<file path="src/rtl/seq_detect_param_if.sv">
// Bus bundle for seq_detect_param: sample strobe and raw buttons in,
// bit/detect/error indications out.
interface seq_detect_param_if #(
   parameter int unsigned SEQ_LEN = 4,
   parameter int unsigned CNT_W   = 8
);
   localparam int unsigned SW = $clog2(SEQ_LEN + 1);

   logic             tick;
   logic             btn_0;
   logic             btn_1;
   logic             bit_valid;
   logic             bit_val;
   logic             out;
   logic             match_pulse;
   logic [CNT_W-1:0] match_count;
   logic [SW-1:0]    present_state;
   logic             err_pulse;

   modport master (
      output tick, btn_0, btn_1,
      input  bit_valid, bit_val, out, match_pulse, match_count, present_state, err_pulse
   );

   modport slave (
      input  tick, btn_0, btn_1,
      output bit_valid, bit_val, out, match_pulse, match_count, present_state, err_pulse
   );
endinterface

</file>
<file path="src/rtl/seq_detect_param.sv">
// Pushbutton serial pattern detector: 2-FF sync + tick-based debounce per button,
// shift history with fill count, Moore detect level and saturating match counter.
module seq_detect_param #(
   parameter int unsigned          SEQ_LEN        = 4,
   parameter logic [SEQ_LEN-1:0]   PATTERN        = 4'b1011,
   parameter bit                   OVERLAP        = 1'b1,
   parameter int unsigned          DEBOUNCE_TICKS = 4,
   parameter int unsigned          CNT_W          = 8
) (
   input  logic              clk_in,
   input  logic              clear,
   seq_detect_param_if.slave bus
);
   localparam int unsigned SW = $clog2(SEQ_LEN + 1);
   localparam int unsigned CW = (DEBOUNCE_TICKS > 1) ? $clog2(DEBOUNCE_TICKS) : 1;
   localparam logic [CW-1:0] CNT_MAX = CW'(DEBOUNCE_TICKS - 1);

   logic [1:0]         w_btn;
   logic [1:0]         r_meta;
   logic [1:0]         r_sync;
   logic [1:0]         r_stable;
   logic [1:0]         r_press;
   logic [CW-1:0]      r_cnt [2];

   logic [SEQ_LEN-1:0] r_hist;
   logic [SW-1:0]      r_fill;
   logic               r_out;
   logic               r_match;
   logic               r_last_bit;
   logic [CNT_W-1:0]   r_count;

   logic               w_accept;
   logic               w_err;
   logic               w_bit;
   logic [SEQ_LEN-1:0] w_new_hist;
   logic [SW-1:0]      w_new_fill;
   logic               w_match;
   logic [SW-1:0]      w_state;
   logic               w_ok;

   assign w_btn = {bus.btn_1, bus.btn_0};

   // r_press marks the cycle right after a stable 0->1 flip; releases never set it.
   always_ff @(posedge clk_in or posedge clear) begin
      if (clear) begin
         r_meta   <= '0;
         r_sync   <= '0;
         r_stable <= '0;
         r_press  <= '0;
         for (int unsigned b = 0; b < 2; b++) r_cnt[b] <= '0;
      end else begin
         r_meta  <= w_btn;
         r_sync  <= r_meta;
         r_press <= '0;
         if (bus.tick) begin
            for (int unsigned b = 0; b < 2; b++) begin
               if (r_sync[b] == r_stable[b]) begin
                  r_cnt[b] <= '0;
               end else if (r_cnt[b] == CNT_MAX) begin
                  r_stable[b] <= r_sync[b];
                  r_press[b]  <= r_sync[b];
                  r_cnt[b]    <= '0;
               end else begin
                  r_cnt[b] <= r_cnt[b] + 1'b1;
               end
            end
         end
      end
   end

   assign w_accept   = r_press[0] ^ r_press[1];
   assign w_err      = r_press[0] & r_press[1];
   assign w_bit      = r_press[1];
   assign w_new_hist = {r_hist[SEQ_LEN-2:0], w_bit};
   assign w_new_fill = (r_fill == SW'(SEQ_LEN)) ? r_fill : r_fill + 1'b1;
   assign w_match    = w_accept && (w_new_fill == SW'(SEQ_LEN)) && (w_new_hist == PATTERN);

   always_ff @(posedge clk_in or posedge clear) begin
      if (clear) begin
         r_hist     <= '0;
         r_fill     <= '0;
         r_out      <= 1'b0;
         r_match    <= 1'b0;
         r_last_bit <= 1'b0;
         r_count    <= '0;
      end else begin
         r_match <= w_match;
         if (w_accept) begin
            r_last_bit <= w_bit;
            r_hist     <= w_new_hist;
            r_out      <= w_match;
            r_fill     <= (w_match && !OVERLAP) ? '0 : w_new_fill;
            if (w_match && (r_count != '1)) r_count <= r_count + 1'b1;
         end
      end
   end

   // Longest suffix of the received bits (bounded by fill) that is a pattern prefix.
   always_comb begin
      w_state = '0;
      w_ok    = 1'b0;
      for (int unsigned k = 1; k <= SEQ_LEN; k++) begin
         w_ok = (SW'(k) <= r_fill);
         for (int unsigned j = 0; j < k; j++) begin
            if (r_hist[j] != PATTERN[SEQ_LEN-k+j]) w_ok = 1'b0;
         end
         if (w_ok) w_state = SW'(k);
      end
   end

   assign bus.bit_valid     = w_accept;
   assign bus.bit_val       = w_accept ? w_bit : r_last_bit;
   assign bus.out           = r_out;
   assign bus.match_pulse   = r_match;
   assign bus.match_count   = r_count;
   assign bus.present_state = w_state;
   assign bus.err_pulse     = w_err;
endmodule

</file>
<file path="src/flat_wrapper.sv">
// flat-port wrapper written by rule: the top's interface ports become plain ports
module seq_detect_param_flat 
#(
   parameter int unsigned          SEQ_LEN        = 4,
   parameter logic [SEQ_LEN-1:0]   PATTERN        = 4'b1011,
   parameter bit                   OVERLAP        = 1'b1,
   parameter int unsigned          DEBOUNCE_TICKS = 4,
   parameter int unsigned          CNT_W          = 8
)
  (clk_in, clear, bus_tick, bus_btn_0, bus_btn_1, bus_bit_valid, bus_bit_val, bus_out, bus_match_pulse, bus_match_count, bus_present_state, bus_err_pulse);
  seq_detect_param_if #(.SEQ_LEN(SEQ_LEN), .CNT_W(CNT_W)) bus_i ();
  input  logic clk_in;
  input  logic clear;
  input wire logic [$bits(bus_i.tick)-1:0] bus_tick;
  input wire logic [$bits(bus_i.btn_0)-1:0] bus_btn_0;
  input wire logic [$bits(bus_i.btn_1)-1:0] bus_btn_1;
  output wire logic [$bits(bus_i.bit_valid)-1:0] bus_bit_valid;
  output wire logic [$bits(bus_i.bit_val)-1:0] bus_bit_val;
  output wire logic [$bits(bus_i.out)-1:0] bus_out;
  output wire logic [$bits(bus_i.match_pulse)-1:0] bus_match_pulse;
  output wire logic [$bits(bus_i.match_count)-1:0] bus_match_count;
  output wire logic [$bits(bus_i.present_state)-1:0] bus_present_state;
  output wire logic [$bits(bus_i.err_pulse)-1:0] bus_err_pulse;
  assign bus_i.tick = bus_tick;
  assign bus_i.btn_0 = bus_btn_0;
  assign bus_i.btn_1 = bus_btn_1;
  assign bus_bit_valid = bus_i.bit_valid;
  assign bus_bit_val = bus_i.bit_val;
  assign bus_out = bus_i.out;
  assign bus_match_pulse = bus_i.match_pulse;
  assign bus_match_count = bus_i.match_count;
  assign bus_present_state = bus_i.present_state;
  assign bus_err_pulse = bus_i.err_pulse;
  seq_detect_param #(.SEQ_LEN(SEQ_LEN), .PATTERN(PATTERN), .OVERLAP(OVERLAP), .DEBOUNCE_TICKS(DEBOUNCE_TICKS), .CNT_W(CNT_W)) u_core (.clk_in(clk_in), .clear(clear), .bus(bus_i));
endmodule
</file>
<file path="config.mk">
export PLATFORM = sky130hd
export DESIGN_NAME = seq_detect_param_flat
export DESIGN_NICKNAME = d
export VERILOG_FILES = /design/src/rtl/seq_detect_param_if.sv /design/src/rtl/seq_detect_param.sv /design/src/flat_wrapper.sv
export SDC_FILE = /design/constraint.sdc
export NUM_CORES = 1
export LEC_CHECK = 0
export ABC_AREA = 1
export CAP_MARGIN = 10
export CORE_ASPECT_RATIO = 2
export CORE_MARGIN = 2
export CORE_UTILIZATION = 40
export DETAILED_ROUTE_END_ITERATION = 8
export GPL_ROUTABILITY_DRIVEN = 0
export PLACE_DENSITY = 0.68
export SKIP_CTS_REPAIR_TIMING = 1
export SYNTH_ARGS = -nofsm -noshare
export SYNTH_HDL_FRONTEND = slang
export SYNTH_SLANG_ARGS = --single-unit
</file>
<file path="constraint.sdc">
create_clock -name clk_in -period 2.6 [get_ports clk_in]
set_input_delay 0.52 -clock clk_in [delete_from_list [all_inputs] [get_ports clk_in]]
set_output_delay 0.52 -clock clk_in [all_outputs]
set_load 0.005 [all_outputs]
</file>
==> flow_metrics.tcl <==
set metrics [dict create \
    synth_cell_types 24 \
    synthTopCellsByArea "dfrtp_1 (47%), nand2_1 (13%), inv_1 (5.7%)" \
    r2r_cells 8 \
    clock_skew_ns 0.00377 \
    fin_util_pct 51.1 \
    drt_iter0_drc 19 \
    drt_wl_total_um 2900 \
    die_h_um 93.1 \
    vias 1258 \
    crit_fanout 7 \
    fin_crit_sh_pct 94.4 \
    clk_latency_ns 0.28 \
    yosys.area.top_type_share_pct 47.2 \
    dr.pass1.iters 4 \
    path_depth 5 \
    tightest_slew_ns 0.372 \
    ir_worst_vdd_mv 0.519 \
    clkPwrFrac_pct 34.0 \
    cellPowerDensity_nw_per_um2 701 \
    p_total_mw 1.38 \
    critPathLaunchType "register" \
    rsz0062_at_grt "no" \
    clk_path_buf_depth 2 \
    cp_top_family "buffers and inverters" \
    nFillCells 396 \
    pwr-share-seq_pct 41.8 \
    dp_hpwl_um 2220 \
    syn_avg_cell_area_sq_um 8.50 \
    hold-path-cell-count 0 \
    wire_per_inst_um 11.0 \
    synth-seq-cells 30 \
    pwr-share-comb_pct 24.2 \
    drv_slew 0 \
    cts_sinks 30 \
    drive_above_1_share_pct 12.2 \
    cts-htree-levels 2 \
    grt_pass1_vias 1240 \
    slew_headroom_pct 75.2 \
    syn2layout_area_growth_pct 23.5 \
    grt_max_degree 31 \
    die_w_um 48.6 \
    nNetsFinal 225 \
    hold_viol_final 0 \
    p_leak_nw 0.983 \
    core_area_sq_um 3840 \
    switching_share_pct 30.3 \
    setup_tns_ns 0 \
    worstPathRequired_ns 2.08 \
    max_stage_delay_ns 0.55 \
    yosysSeqAreaShare_pct 47.2 \
    diodes 0 \
    antenna_found_initial 0 \
    die_area_sq_um 4520 \
    syn_area_sq_um 1590 \
    cap_violations 0 \
    run_status "finished clean" \
    grt_overflow 0 \
    synth.yosys.warnings 0 \
    hold_class "register to register" \
    ioPinCount 21 \
    numPortBuffers 20 \
    syn-instance-count 187 \
    drc 0 \
    row_count 32 \
    cp_cell_sequence "inv_2, ha_2, nor2_1, nor3_1, clkdlybuf4s50_1" \
    viasPerCell 4.77 \
    worstSetupPathType "register to output pin" \
    cts-root-buf "clkbuf_8" \
    grt_first_pass_wirelength_um 5440 \
    ant_nets 0 \
    worst-path-buf-inv 2 \
    finalSetupViolations 0 \
    gr-usage-all-layers_pct 15.7 \
    cp-end-kind "output pin" \
    yosys.area.top_type "dfrtp_1" \
    fmax_mhz 407 \
    initial_core_util_pct 41.3 \
    cts_tree "yes" \
    clk_pin_slew_ns 0.06 \
    syn_nets 199 \
    numCtsBuffers 5 \
    intPower_uw 960 \
    switchingPower_uw 417 \
    min_period_ns 2.45 \
    crit_slowest_cell "clkdlybuf4s50_1" \
    cp.arrival_ns 1.93 \
]
metal layers:
layer,part of all wire [%],vias to the layer above,routed length [um],global-route usage [%]
met5,0,-,0,0
met4,2.7,0,78,8.57
met3,3.4,6,98,3.35
met2,54,22,1580,29.3
met1,39,585,1150,16.0
li1,-,645,-,-
sequential cells by signal, summed over array words and instances (netlist names):
register,cells
u_core.bus.out,1
u_core.r_stable,2
u_core.r_last_bit,1
u_core.r_sync,2
u_core.r_fill,3
u_core.r_meta,2
u_core.r_hist,4
u_core.r_cnt,4
u_core.r_press,2
u_core.bus.match_count,8
u_core.bus.match_pulse,1
placed cells by master (no fill, tap or decap), types with 3 or more instances in the layout:
| master | instances |
|---|---|
| nand2_2 | 3 |
| clkdlybuf4s50_1 | 20 |
| o21ai_0 | 15 |
| dfrtp_1 | 30 |
| inv_1 | 23 |
| nand2_1 | 56 |
| nor2_1 | 8 |
| clkbuf_8 | 6 |
| nand3_1 | 17 |
| ha_1 | 6 |
| o22ai_1 | 4 |
metrics by stage:
stage	std cells	instance area, sq um	hold slack (ns)	worst slack, ns
floorplan	187	1590	0.331	0.880
global placement	257	1850	0.334	0.403
detailed placement	257	1850	0.341	0.351
CTS	264	1960	0.355	0.0427
global route	264	1960	0.366	0.0476
finish	264	1960	0.352	0.145
synthesized netlist by cell type, drive strengths merged:
cell / n
nand3b: 1
o22ai: 4
ha: 7
xor2: 1
nor2: 14
or2: 2
nand3: 20
buf: 2
dfrtp: 30
inv: 25
nor3: 1
nand4: 2
o21ai: 16
nand2: 60
xnor2: 2
cell families (layout without fill, tap and decap cells):
logic type / after synthesis / after routing / share of synthesized area [%]
AO/OA/AOI/OAI: 20 / 20 / 6.61
AND/OR/NAND/NOR: 100 / 100 / 32.3
XOR/XNOR: 3 / 3 / 1.65
flip-flops: 30 / 30 / 47.2
adder cells (fa/ha/maj): 7 / 7 / 5.51
buffers and inverters: 27 / 53 / 6.69
final timing paths:
check / from / endpoint / slack (ns)
worst max-delay path: u_core.r_fill[0]$_DFFE_PP0P_ / bus_present_state[2] / 0.15
worst min-delay path: u_core.r_meta[0]$_DFF_PP0_ / u_core.r_sync[0]$_DFF_PP0_ / 0.35
worst max register to register: u_core.r_press[1]$_DFF_PP0_ / u_core.bus.match_count[6]$_DFFE_PP0P_ / 0.91
worst min register to register: u_core.r_meta[0]$_DFF_PP0_ / u_core.r_sync[0]$_DFF_PP0_ / 0.35
max in group asynchronous: clear / u_core.bus.match_count[2]$_DFFE_PP0P_ / 1.71
min in group asynchronous: clear / u_core.r_meta[0]$_DFF_PP0_ / 0.61
power groups by stage:
stage | Combinational, mW | Clock (mW) | Sequential, mW
detailed placement | 0.330 | 0 | 0.583
CTS | 0.333 | 0.485 | 0.574
finish | 0.334 | 0.468 | 0.575
floorplan | 0.273 | 0 | 0.568
global placement | 0.327 | 0 | 0.579
global route | 0.406 | 0.504 | 0.586
cell type report:
type                       count  area (sq um)  share of cell area, %
inverter                      25          93.8                   4.78
sequential                    30           751                   38.2
clock inverter                 1          30.0                   1.53
multi-input combinational    130           734                   37.4
tap                           51          63.8                   3.25
clock buffer                   6          82.6                   4.21
timing repair buffer          21           208                   10.6
(Power assumes the default switching activity.)
